File: src/rtl/uncache_wbuf.sv
// uncache_wbuf: uncached data-access unit with a posted write buffer.
// Uncached stores are queued in a small FIFO and retire without stalling.
// Uncached loads wait until the FIFO has fully drained, so device accesses
// reach the bus in program order. Only one bus transaction is active at a time.
`timescale 1ns/1ps

module uncache_wbuf #(
    parameter int WB_DEPTH = 4
) (
    input  logic        clk,
    input  logic        rst,

    // AXI-side request interface (shared protocol with the data cache)
    input  logic        AXI_rd_dready,
    input  logic        AXI_rd_last,
    input  logic [31:0] AXI_rd_data,
    input  logic        AXI_rd_addr_clear,
    input  logic        AXI_wr_next,
    input  logic        AXI_wr_ok,
    input  logic        AXI_wr_addr_clear,
    output logic [31:0] AXI_addr,
    output logic        AXI_addr_valid,
    output logic        AXI_we,
    output logic [2:0]  AXI_size,
    output logic [7:0]  AXI_lens,
    output logic        AXI_rd_rready,
    output logic [31:0] AXI_wr_data,
    output logic        AXI_wr_dready,
    output logic [3:0]  AXI_byte_enable,
    output logic        AXI_wr_last,
    output logic        AXI_response_rready,

    // CPU-side uncached access port
    input  logic [31:0] cpu_addr,
    input  logic [3:0]  cpu_byteenable,
    input  logic        cpu_read,
    input  logic        cpu_write,
    input  logic [31:0] cpu_wrdata,
    input  logic        cpu_new_ins,
    output logic [31:0] cpu_rddata,
    output logic        cpu_stall,
    output logic        wb_empty
);

    localparam int PTR_W = $clog2(WB_DEPTH);
    localparam logic [PTR_W:0] FULL_COUNT = WB_DEPTH[PTR_W:0];

    // Bus FSM encoding
    localparam logic [2:0] S_IDLE   = 3'd0;
    localparam logic [2:0] S_W_ADDR = 3'd1;
    localparam logic [2:0] S_W_DATA = 3'd2;
    localparam logic [2:0] S_W_RESP = 3'd3;
    localparam logic [2:0] S_R_ADDR = 3'd4;
    localparam logic [2:0] S_R_DATA = 3'd5;
    localparam logic [2:0] S_R_DONE = 3'd6;

    // Write-buffer storage and bookkeeping
    logic [31:0]      wb_addr [WB_DEPTH];
    logic [3:0]       wb_be   [WB_DEPTH];
    logic [31:0]      wb_data [WB_DEPTH];
    logic [PTR_W-1:0] wr_ptr;
    logic [PTR_W-1:0] rd_ptr;
    logic [PTR_W:0]   count;

    logic [2:0]       state;
    logic [2:0]       state_next;
    logic             consumed;
    logic [31:0]      rd_data;

    logic             req_live;
    logic             store_req;
    logic             load_req;
    logic             push;
    logic             pop;
    logic             load_done;
    logic [31:0]      head_addr;
    logic [3:0]       head_be;
    logic [31:0]      head_data;

    // Byte-enable pattern to transfer size: word, halfword, otherwise byte.
    function automatic logic [2:0] size_of(input logic [3:0] be);
        case (be)
            4'b1111:          size_of = 3'd2;
            4'b0011, 4'b1100: size_of = 3'd1;
            default:          size_of = 3'd0;
        endcase
    endfunction

    // A request is only acted on once per instruction: after a store is
    // queued or a load returns, the same request is ignored until the
    // pipeline advances. A set flag is overridden by cpu_new_ins in the
    // same cycle, so back-to-back instructions are not lost.
    assign req_live  = !(consumed && !cpu_new_ins);
    // Both read and write high is treated as a write.
    assign store_req = cpu_write && req_live;
    assign load_req  = cpu_read && !cpu_write && req_live;
    assign push      = store_req && (count < FULL_COUNT);
    assign pop       = (state == S_W_RESP) && AXI_wr_ok;
    assign load_done = (state == S_R_DONE);

    assign head_addr = wb_addr[rd_ptr];
    assign head_be   = wb_be[rd_ptr];
    assign head_data = wb_data[rd_ptr];

    // Stall while a store waits for a free slot or a load is outstanding;
    // the load releases the pipeline in R_DONE, when its data is valid.
    assign cpu_stall = !rst && ((store_req && !push) || (load_req && !load_done));

    assign wb_empty    = (state == S_IDLE) && (count == '0);
    assign cpu_rddata  = rd_data;
    assign AXI_lens    = 8'd0;
    assign AXI_wr_last = AXI_wr_dready;

    // Next-state logic: draining the buffer always wins over a pending load.
    always_comb begin
        // NOTE: every signal assigned in a combinational block gets a default
        // first, so no path leaves it unassigned and no latch is inferred.
        state_next = state;
        case (state)
            S_IDLE: begin
                if (count != '0) begin
                    state_next = S_W_ADDR;
                end else if (load_req) begin
                    state_next = S_R_ADDR;
                end
            end
            S_W_ADDR: if (AXI_wr_addr_clear)               state_next = S_W_DATA;
            S_W_DATA: if (AXI_wr_next)                     state_next = S_W_RESP;
            S_W_RESP: if (AXI_wr_ok)                       state_next = S_IDLE;
            S_R_ADDR: if (AXI_rd_addr_clear)               state_next = S_R_DATA;
            S_R_DATA: if (AXI_rd_dready && AXI_rd_last)    state_next = S_R_DONE;
            S_R_DONE:                                      state_next = S_IDLE;
            default:                                       state_next = S_IDLE;
        endcase
    end

    // Bus request outputs: head entry for writes, CPU request for reads.
    always_comb begin
        AXI_addr            = '0;
        AXI_size            = '0;
        AXI_byte_enable     = '0;
        AXI_wr_data         = '0;
        AXI_addr_valid      = 1'b0;
        AXI_we              = 1'b0;
        AXI_rd_rready       = 1'b0;
        AXI_wr_dready       = 1'b0;
        AXI_response_rready = 1'b0;
        case (state)
            S_W_ADDR, S_W_DATA, S_W_RESP: begin
                AXI_addr        = head_addr;
                AXI_size        = size_of(head_be);
                AXI_byte_enable = head_be;
                AXI_wr_data     = head_data;
                AXI_we          = 1'b1;
            end
            S_R_ADDR, S_R_DATA, S_R_DONE: begin
                AXI_addr        = cpu_addr;
                AXI_size        = size_of(cpu_byteenable);
                AXI_byte_enable = cpu_byteenable;
            end
            default: ;
        endcase
        case (state)
            S_W_ADDR: AXI_addr_valid      = 1'b1;
            S_W_DATA: AXI_wr_dready       = 1'b1;
            S_W_RESP: AXI_response_rready = 1'b1;
            S_R_ADDR: AXI_addr_valid      = 1'b1;
            S_R_DATA: AXI_rd_rready       = 1'b1;
            default: ;
        endcase
    end

    // FSM state and captured load data.
    always_ff @(posedge clk) begin
        // NOTE: sequential state uses non-blocking assignments so every
        // register samples pre-edge values regardless of statement order.
        if (rst) begin
            state   <= S_IDLE;
            rd_data <= '0;
        end else begin
            state <= state_next;
            if (state == S_R_DATA && AXI_rd_dready && AXI_rd_last) begin
                rd_data <= AXI_rd_data;
            end
        end
    end

    // Buffer pointers and occupancy; push and pop together leave count alone.
    always_ff @(posedge clk) begin
        if (rst) begin
            wr_ptr <= '0;
            rd_ptr <= '0;
            count  <= '0;
        end else begin
            if (push) wr_ptr <= wr_ptr + 1'b1;
            if (pop)  rd_ptr <= rd_ptr + 1'b1;
            case ({push, pop})
                2'b10:   count <= count + 1'b1;
                2'b01:   count <= count - 1'b1;
                default: count <= count;
            endcase
        end
    end

    // Buffer payload storage.
    always_ff @(posedge clk) begin
        // NOTE: the payload array has no reset; an entry is only read after
        // being written, and count/pointers alone define what is valid.
        if (push) begin
            wb_addr[wr_ptr] <= cpu_addr;
            wb_be[wr_ptr]   <= cpu_byteenable;
            wb_data[wr_ptr] <= cpu_wrdata;
        end
    end

    // Once-per-instruction flag for CPU requests.
    always_ff @(posedge clk) begin
        if (rst) begin
            consumed <= 1'b0;
        end else if (push || load_done) begin
            consumed <= 1'b1;
        end else if (cpu_new_ins) begin
            consumed <= 1'b0;
        end
    end

endmodule

File: config.mk
export PLATFORM = sky130hd
export DESIGN_NAME = uncache_wbuf
export DESIGN_NICKNAME = d
export VERILOG_FILES = /design/src/rtl/uncache_wbuf.sv
export SDC_FILE = /design/constraint.sdc
export NUM_CORES = 1
export LEC_CHECK = 0
export ABC_CLOCK_PERIOD_IN_PS = 4570
export CAP_MARGIN = 10
export CORE_UTILIZATION = 63
export CTS_CLUSTER_DIAMETER = 150
export CTS_CLUSTER_SIZE = 14
export DETAILED_ROUTE_END_ITERATION = 8
export DONT_BUFFER_PORTS = 1
export PLACE_DENSITY = 0.76
export SETUP_SLACK_MARGIN = 0.1
export SYNTH_ARGS = -nofsm -noshare
export SYNTH_HDL_FRONTEND = slang
export SYNTH_SLANG_ARGS = --single-unit
File: constraint.sdc
create_clock -name clk -period 4.57 [get_ports clk]
set_input_delay 1.371 -clock clk [delete_from_list [all_inputs] [get_ports clk]]
set_output_delay 1.371 -clock clk [all_outputs]
set_load 0.01 [all_outputs]
# Word level (Yosys, flattened, before mapping)
# Memory sizes are Yosys's and may differ from the RTL's. A register that Yosys moved wholly into a read port is not among the register bits.
# Index checks and enable logic that the tools add are counted.
# word_totals
out_inout_bits	119
register_bits	43
input_bits	111
mem_bits_rw	272
n_memories	3
wordCells	96
# mem_list
memory	depth	word_bits	rd	rd_clocked_by_memory_dff	wr	line_no	rtl
wb_addr	4	32	1	1	1	58	logic [31:0] wb_addr [WB_DEPTH];
wb_data	4	32	1	1	1	60	logic [31:0] wb_data [WB_DEPTH];
wb_be	4	4	1	1	1	59	logic [3:0] wb_be [WB_DEPTH];
# classes
magnitude_cmp	1
n_eq_ne	20
reduce_logical	32
muxes	30
n_addsub	4
# op_table
cell	count
$pmux 32 s2	1
$mux 32	1
$mux 3	7
$pmux 3 s6	1
$eq 4x4->1 const B	4
$logic_and 1x1->1	13
$mux 2	6
$pmux 2 s2	3
$ne 2x2->1 const B	5
$eq 3x3->1 const B	3
$mux 1	9
$eq 4x2->1 const B	2
$pmux 4 s2	1
$eq 3x2->1 const B	2
$logic_not 1->1	6
$logic_not 3->1	2
$pmux 3 s2	1
$reduce_and 6->1	1
$reduce_or 2->1	3
$reduce_or 3->1	2
$add 2x1->2 const B	2
$reduce_bool 2->1	2
$add 3x1->3 const B	1
$eq 3x1->1 const B	1
7 further kinds	8

# Depth between registers and ports, before layout
# Gate-level depths: netlist (run 1).
# depth
word_depth	9
mapped_depth	9

# Worst setup path before layout (run 1)
# OpenSTA, ideal clock, no wires.
# synth_path
path_kind	input port to flip-flop
start	input port cpu_new_ins
end	memory wb_addr[1][0] (enable)
t_arrival_ns	3.408
setup_slack_ns	0.729
setup_ns	0.433
path_buffers	0
cell_stages	3
path_cell_list	nor2b_1 > nor3b_2 > and2_1
# synth_between
elab_chain_cells	7
# synth_rtl
item	line_no	rtl
start, declared	39	input logic cpu_new_ins,
$logic_not 1->1	93	assign req_live = !(consumed && !cpu_new_ins);
$logic_and 1x1->1	93	
$logic_not 1->1	93	
$logic_and 1x1->1	95	assign store_req = cpu_write && req_live;
$logic_and 1x1->1	97	assign push = store_req && (count < FULL_COUNT);
$mux 1	209	if (push) begin
$mux 1 (implied by the code)	210	wb_addr[wr_ptr] <= cpu_addr;
end, declared	58	
# No other way between the ends.

# Worst setup path in the final report (run 1)
# layout_path
start	register state[0]
end	output port AXI_addr[29]
# layout_between
elab_chain_cells	3
word_cells_on_any_way	9
# layout_rtl
item	line_no	rtl
start, declared	65	logic [2:0] state;
start signal, assigned	181	state <= state_next;
$eq 3x3->1 (tied with other cells)	148	case (state)
$reduce_or 3->1	148	
$pmux 32 s2 (*)	148	
end, declared	21	output logic [31:0] AXI_addr,
# Every way passes the cells marked *; elsewhere a longest branch is shown, timed or not.

==> results of run 1 <==
## power by group
part	total (uW)	switching, uW	internal [uW]
Combinational	1180	759	417
Sequential	3410	94.3	3320
Clock	2010	937	1080
Total	6600	1790	4810
## worst paths after layout
check,endpoint,slack (ps),start
hold / removal,cpu_rddata[31]$_SDFFE_PP0P_,500,cpu_rddata[31]$_SDFFE_PP0P_
setup reg to reg,count[2]$_SDFFE_PP0P_,2090,state[1]$_SDFFE_PP0P_
setup / recovery,AXI_addr[29],640,state[0]$_SDFFE_PP0P_
hold reg to reg,cpu_rddata[31]$_SDFFE_PP0P_,500,cpu_rddata[31]$_SDFFE_PP0P_
## area by class of cell
cell class	count	area share [%]
tap	265	2.49
timing repair buffer	5	0.375
clock buffer	46	5.44
multi-input combinational	331	23.2
clock inverter	2	0.178
sequential	317	68.1
inverter	8	0.225
## registers in the layout, indices dropped and copies added (netlist names), named ones only
signal	flops
consumed	1
cpu_rddata	32
state	3
count	3
wb_addr	128
wb_be	16
wb_data	128
wr_ptr	2
rd_ptr	2
## cells by family after synthesis
| kind of cell | after synthesis | share of synthesized area [%] |
|---|---|---|
| multiplexers | 69 | 12.3 |
| adder cells (fa/ha/maj) | 6 | 0.661 |
| buffers and inverters | 59 | 2.91 |
| other | 1 | 0.0300 |
| AO/OA/AOI/OAI | 87 | 4.91 |
| XOR/XNOR | 6 | 0.421 |
| AND/OR/NAND/NOR | 154 | 6.12 |
| flip-flops | 317 | 72.6 |
## worst max-delay path: cells and delay by family, from the launching register on
kind            cells  cell delay (ps)
flops               1              630
buf+inv             2              820
simple gates        2              340
compound gates      1              210
## cells in the final DEF (no fill, tap or decap), types with 2 or more instances in the layout
master and instances:
xor2_1 3, nor2b_1 2, clkbuf_16 26, nor3_1 4, dfxtp_4 2, conb_1 9
o21ai_0 2, inv_2 2, mux4_2 68, buf_4 4, nor3b_1 2, xnor2_1 3
edfxtp_1 272, a21oi_1 38, and2_1 33, nor2_1 15, nand2_1 77, nand3_1 3
ha_1 5, nand2b_1 2, clkbuf_1 20, inv_1 6, dfxtp_1 43, and2_4 4
a22o_1 35
## routing by layer
metal  wire [um]  global-route usage (%)
met5           0                       0
met4         446                    6.17
met3        2170                    6.67
met2       11800                    39.5
met1        8710                    29.1
## through the flow
step | instances | setup slack [ps] | utilization (%) | area [um2] | total power [uW]
final | 974 | 637 | 68.5 | 13300 | 6600
after global routing | 974 | 491 | 68.5 | 13300 | 6860
after CTS | 974 | 627 | 68.5 | 13300 | 6660
after detailed placement | 926 | 1180 | 64.7 | 12600 | 4670
after global placement | 926 | 1250 | 64.7 | 12600 | 4620
after floorplan | 707 | 729 | - | 12500 | 4430
==> reports/results.txt, run 1 <==
core box area -> 0.0195 mm2
post-CTS resize count -> 0
Yosys Warn Count -> 0
Lkg Pwr -> 0.00416 uW
Post-synth top cells -> edfxtp_1, nand2_1, mux4_2
unrepaired setup endpoints after global routing -> false
FMAX -> 0.254 GHz
DR WL/cell -> 23.7 um
worst endpoint required time -> 3200 ps
Max rail drop VDD -> 523 uV
CTS Buf Count -> 26
DP Wirelength -> 13700 um
Worst-Skew Late Latency -> 540 ps
post-CTS setup buffers -> 0
CP Max Fanout -> 36
CTS Hold Bufs -> 0
io pins -> 230
vias per inst -> 6.34
vias in the first global route -> 6489
Post-Synthesis Cells -> 699
Hold Crit Class -> flop to flop
status -> finished, final reports clean
Unique masters post-synth -> 51
std cell rows -> 51
count leader, synth -> edfxtp_1
Pwr per Cell Area -> 495 mW/mm2
synth-to-layout area growth -> 6.78%
width of the chip -> 143 um
clk_skew -> 29.1 ps
hold path cells -> 2
Avg Cell Area, Syn -> 17.9 um2
H-Tree Depth -> 1
initial antenna violation count -> 0
crit path cell chain -> nor2_1 -> or2_1 -> inv_2 -> buf_12 -> a22o_1
starting density of the core -> 64.2%
CP arrival -> 2560 ps
DR iter-0 viols -> 477
CTS tree -> yes
post-synth top area share -> 65.4%
fin. max-slew vios -> 0
die height -> 143 um
Filler cells -> 1227
Final period util -> 86.1%
Worst slew margin -> 22.0%
Startpoint Class -> flop
ys flop type -> edfxtp_1
Slowest-stage cell, CP -> dfxtp_1
Post-route DRC -> 0
hold_ws -> 498 ps
Port Buffers -> 0
clk slew on worst S/H paths -> 70 ps
leading area contributor after synthesis -> edfxtp_1
GRT Overall Usage -> 23.1%
DR pass1 iterations -> 5
Largest stage delay, worst path -> 630 ps
root buf cell -> clkbuf_16
Slew @ Worst Pin -> 1170 ps
CTS Sinks -> 317
fin crit period -> 3930 ps
number of synthesized flops with an enable pin -> 272
register area -> 0.00908 mm2
gpl congestion -> 0.793
R2R depth -> 7
max-cap viol count -> 0
Max Buffers Root-to-Sink -> 3
Hold Vio Cnt, Final -> 0
sequential fraction of the synthesis area -> 72.6%
Seq cells post-synth -> 317
final WL -> 23100 um
first-pass GRT wire length -> 35300 um
GRT overflow -> 0
ranking of synthesized cells by area -> edfxtp_1, mux4_2, dfxtp_1
NumNets Final -> 806
Sum Neg Setup Slack -> 0 ps
final setup vio count -> 0
share of cells above drive strength 1 -> 16.5%
CP endpoint kind -> output port
asr flop ratio synth -> 0%
Via Count -> 6178
largest net degree at the start of global routing -> 69
post-route ant nets -> 0
ANT cells -> 0
Die ar. -> 0.0204 mm2
mapped cell area -> 0.0125 mm2
Multi-input gate area -> 0.00310 mm2
WS Path Type -> flop to output port
Power figures use the tool's default switching activity.
==> run 2: changes to the inputs <==
==> constraint.sdc (replaced) <==
create_clock -name clk -period 4.57 [get_ports clk]
set_input_delay 0.457 -clock clk [delete_from_list [all_inputs] [get_ports clk]]
set_output_delay 0.457 -clock clk [all_outputs]
set_load 0.01 [all_outputs]
==> reports/results.txt, run 2 (synthesis results as in run 1) <==
first-pass GRT wire length -> 35000 um (was 35300 um)
final setup vio count -> 0 (unchanged)
max-cap viol count -> 0 (unchanged)
post-CTS setup buffers -> 0 (unchanged)
starting density of the core -> 64.2% (unchanged)
status -> finished, final reports clean (unchanged)
Worst slew margin -> 22.0% (about the same)
DR pass1 iterations -> 4 (was 5)
origin of the worst setup path -> state[1]$_SDFFE_PP0P_ (was state[0]$_SDFFE_PP0P_)
Via Count -> 6098 (was 6178)
crit path cell chain -> nor2_1 -> or2_1 -> inv_2 -> buf_4 -> and2_1 (was nor2_1 -> or2_1 -> inv_2 -> buf_12 -> a22o_1)
vias per inst -> 6.24 (was 6.34)
std cell rows -> 51 (unchanged)
H-Tree Depth -> 1 (unchanged)
fin. max-slew vios -> 0 (unchanged)
Final period util -> 73.1% (was 86.1%)
clk_skew -> 10.4 ps (was 29.1 ps)
NumNets Final -> 809 (was 806)
WS Path Type -> flop to output port (unchanged)
reg-to-reg startpoint -> state[1]$_SDFFE_PP0P_ (unchanged)
Port Buffers -> 0 (unchanged)
die height -> 143 um (unchanged)
DP Wirelength -> 13600 um (was 13700 um)
Max Buffers Root-to-Sink -> 3 (unchanged)
io pins -> 230 (unchanged)
Sum Neg Setup Slack -> 0 ps (unchanged)
commonest non-fill, non-tap cell in the layout -> edfxtp_1 (unchanged)
synth-to-layout area growth -> 7.11% (was 6.78%)
CP endpoint kind -> output port (unchanged)
fin crit period -> 3340 ps (was 3930 ps)
hold wc startpoint -> cpu_addr[17] (was cpu_rddata[31]$_SDFFE_PP0P_)
vias in the first global route -> 6394 (was 6489)
Filler cells -> 1257 (was 1227)
clk slew on worst S/H paths -> 70 ps (about the same)
GRT Overall Usage -> 23.0% (was 23.1%)
Slowest-stage cell, CP -> inv_2 (was dfxtp_1)
CTS tree -> yes (unchanged)
CTS Sinks -> 317 (unchanged)
Hold Crit Class -> input port to flop (was flop to flop)
DR iter-0 viols -> 451 (was 477)
Lkg Pwr -> 0.00417 uW (was 0.00416 uW)
CP arrival -> 2880 ps (was 2560 ps)
core box area -> 0.0195 mm2 (unchanged)
R2R Setup Slk -> 2080 ps (was 2090 ps)
DR WL/cell -> 23.8 um (was 23.7 um)
Startpoint Class -> flop (unchanged)
CP Max Fanout -> 61 (was 36)
Worst-Skew Late Latency -> 520 ps (was 540 ps)
gpl congestion -> 0.765 (was 0.793)
Power Total -> 6620 uW (was 6600 uW)
share of cells above drive strength 1 -> 16.3% (was 16.5%)
CTS Hold Bufs -> 1 (was 0)
FMAX -> 0.299 GHz (was 0.254 GHz)
worst endpoint required time -> 4110 ps (was 3200 ps)
ANT cells -> 0 (unchanged)
final WL -> 23200 um (was 23100 um)
width of the chip -> 143 um (unchanged)
Post-Place Cells -> 924 (was 926)
initial antenna violation count -> 0 (unchanged)
Die ar. -> 0.0204 mm2 (unchanged)
root buf cell -> clkbuf_16 (unchanged)
most frequent cells in the layout -> edfxtp_1, nand2_1, mux4_2, dfxtp_1, a21oi_1 (unchanged)
Post-route DRC -> 0 (unchanged)
post-CTS resize count -> 0 (unchanged)
hold_ws -> 25.4 ps (was 498 ps)
largest net degree at the start of global routing -> 69 (unchanged)
GRT overflow -> 0 (unchanged)
post-route insts no fill -> 977 (was 974)
Hold Vio Cnt, Final -> 0 (unchanged)
Largest stage delay, worst path -> 840 ps (was 630 ps)
Pwr per Cell Area -> 494 mW/mm2 (was 495 mW/mm2)
final core utilization -> 68.7% (was 68.5%)
post-route ant nets -> 0 (unchanged)
Max rail drop VDD -> 554 uV (was 523 uV)
unrepaired setup endpoints after global routing -> false (unchanged)
CTS Buf Count -> 26 (unchanged)
Slew @ Worst Pin -> 1170 ps (about the same)
## run 2: cell types whose count changed in the layout (fill, tap and decap cells not counted)
cell	before	now
clkbuf_16	26	27
buf_4	4	3
clkinv_8	1	0
dlygate4sd3_1	0	4
## run 2: through the flow
step / setup WS (ps) / cell area, um2
floorplan: 1640 / 12500
global placement: 1860 / 12600
detailed placement: 1740 / 12600
CTS: 1200 / 13300
global route: 999 / 13400
finish: 1230 / 13400
## run 2: cell type report
cell class                 count  area, um2  share of cell area [%]
inverter                       8       30.0                   0.224
tap                          265        332                    2.48
clock inverter                 1       7.51                  0.0561
multi-input combinational    331       3100                    23.2
clock buffer                  47        751                    5.61
sequential                   317       9080                    67.8
timing repair buffer           8       82.6                   0.617
## run 2: routing by layer
layer  vias to the layer above  share of wire (%)  GRT usage (%)
li1                       2687                  -              -
met1                      3114                 38           28.1
met2                       261                 50           39.3
met3                        36                9.3           7.44
met4                         0                2.0           7.02
met5                         -                  0              0
## run 2: path summary, 6_finish.rpt
check / end / cells past startpoint
min reg2reg: cpu_rddata[31]$_SDFFE_PP0P_ / 2
max: AXI_wr_data[2] / 5
min: wb_addr[1][17]$_DFFE_PP_ / 0
max reg2reg: count[2]$_SDFFE_PP0P_ / 7
## run 2: critical path, delay by kind of cell (launching register included)
| kind | cells | cell delay [ps] |
|---|---|---|
| flops | 1 | 670 |
| buf+inv | 2 | 1160 |
| simple gates | 3 | 520 |
## run 2: power by group
part	leakage (uW)	internal (uW)	switching (uW)
registers	0.00286	3320	101
logic	0.000960	406	764
clock network	0.000356	1100	920
total	0.00417	4830	1790
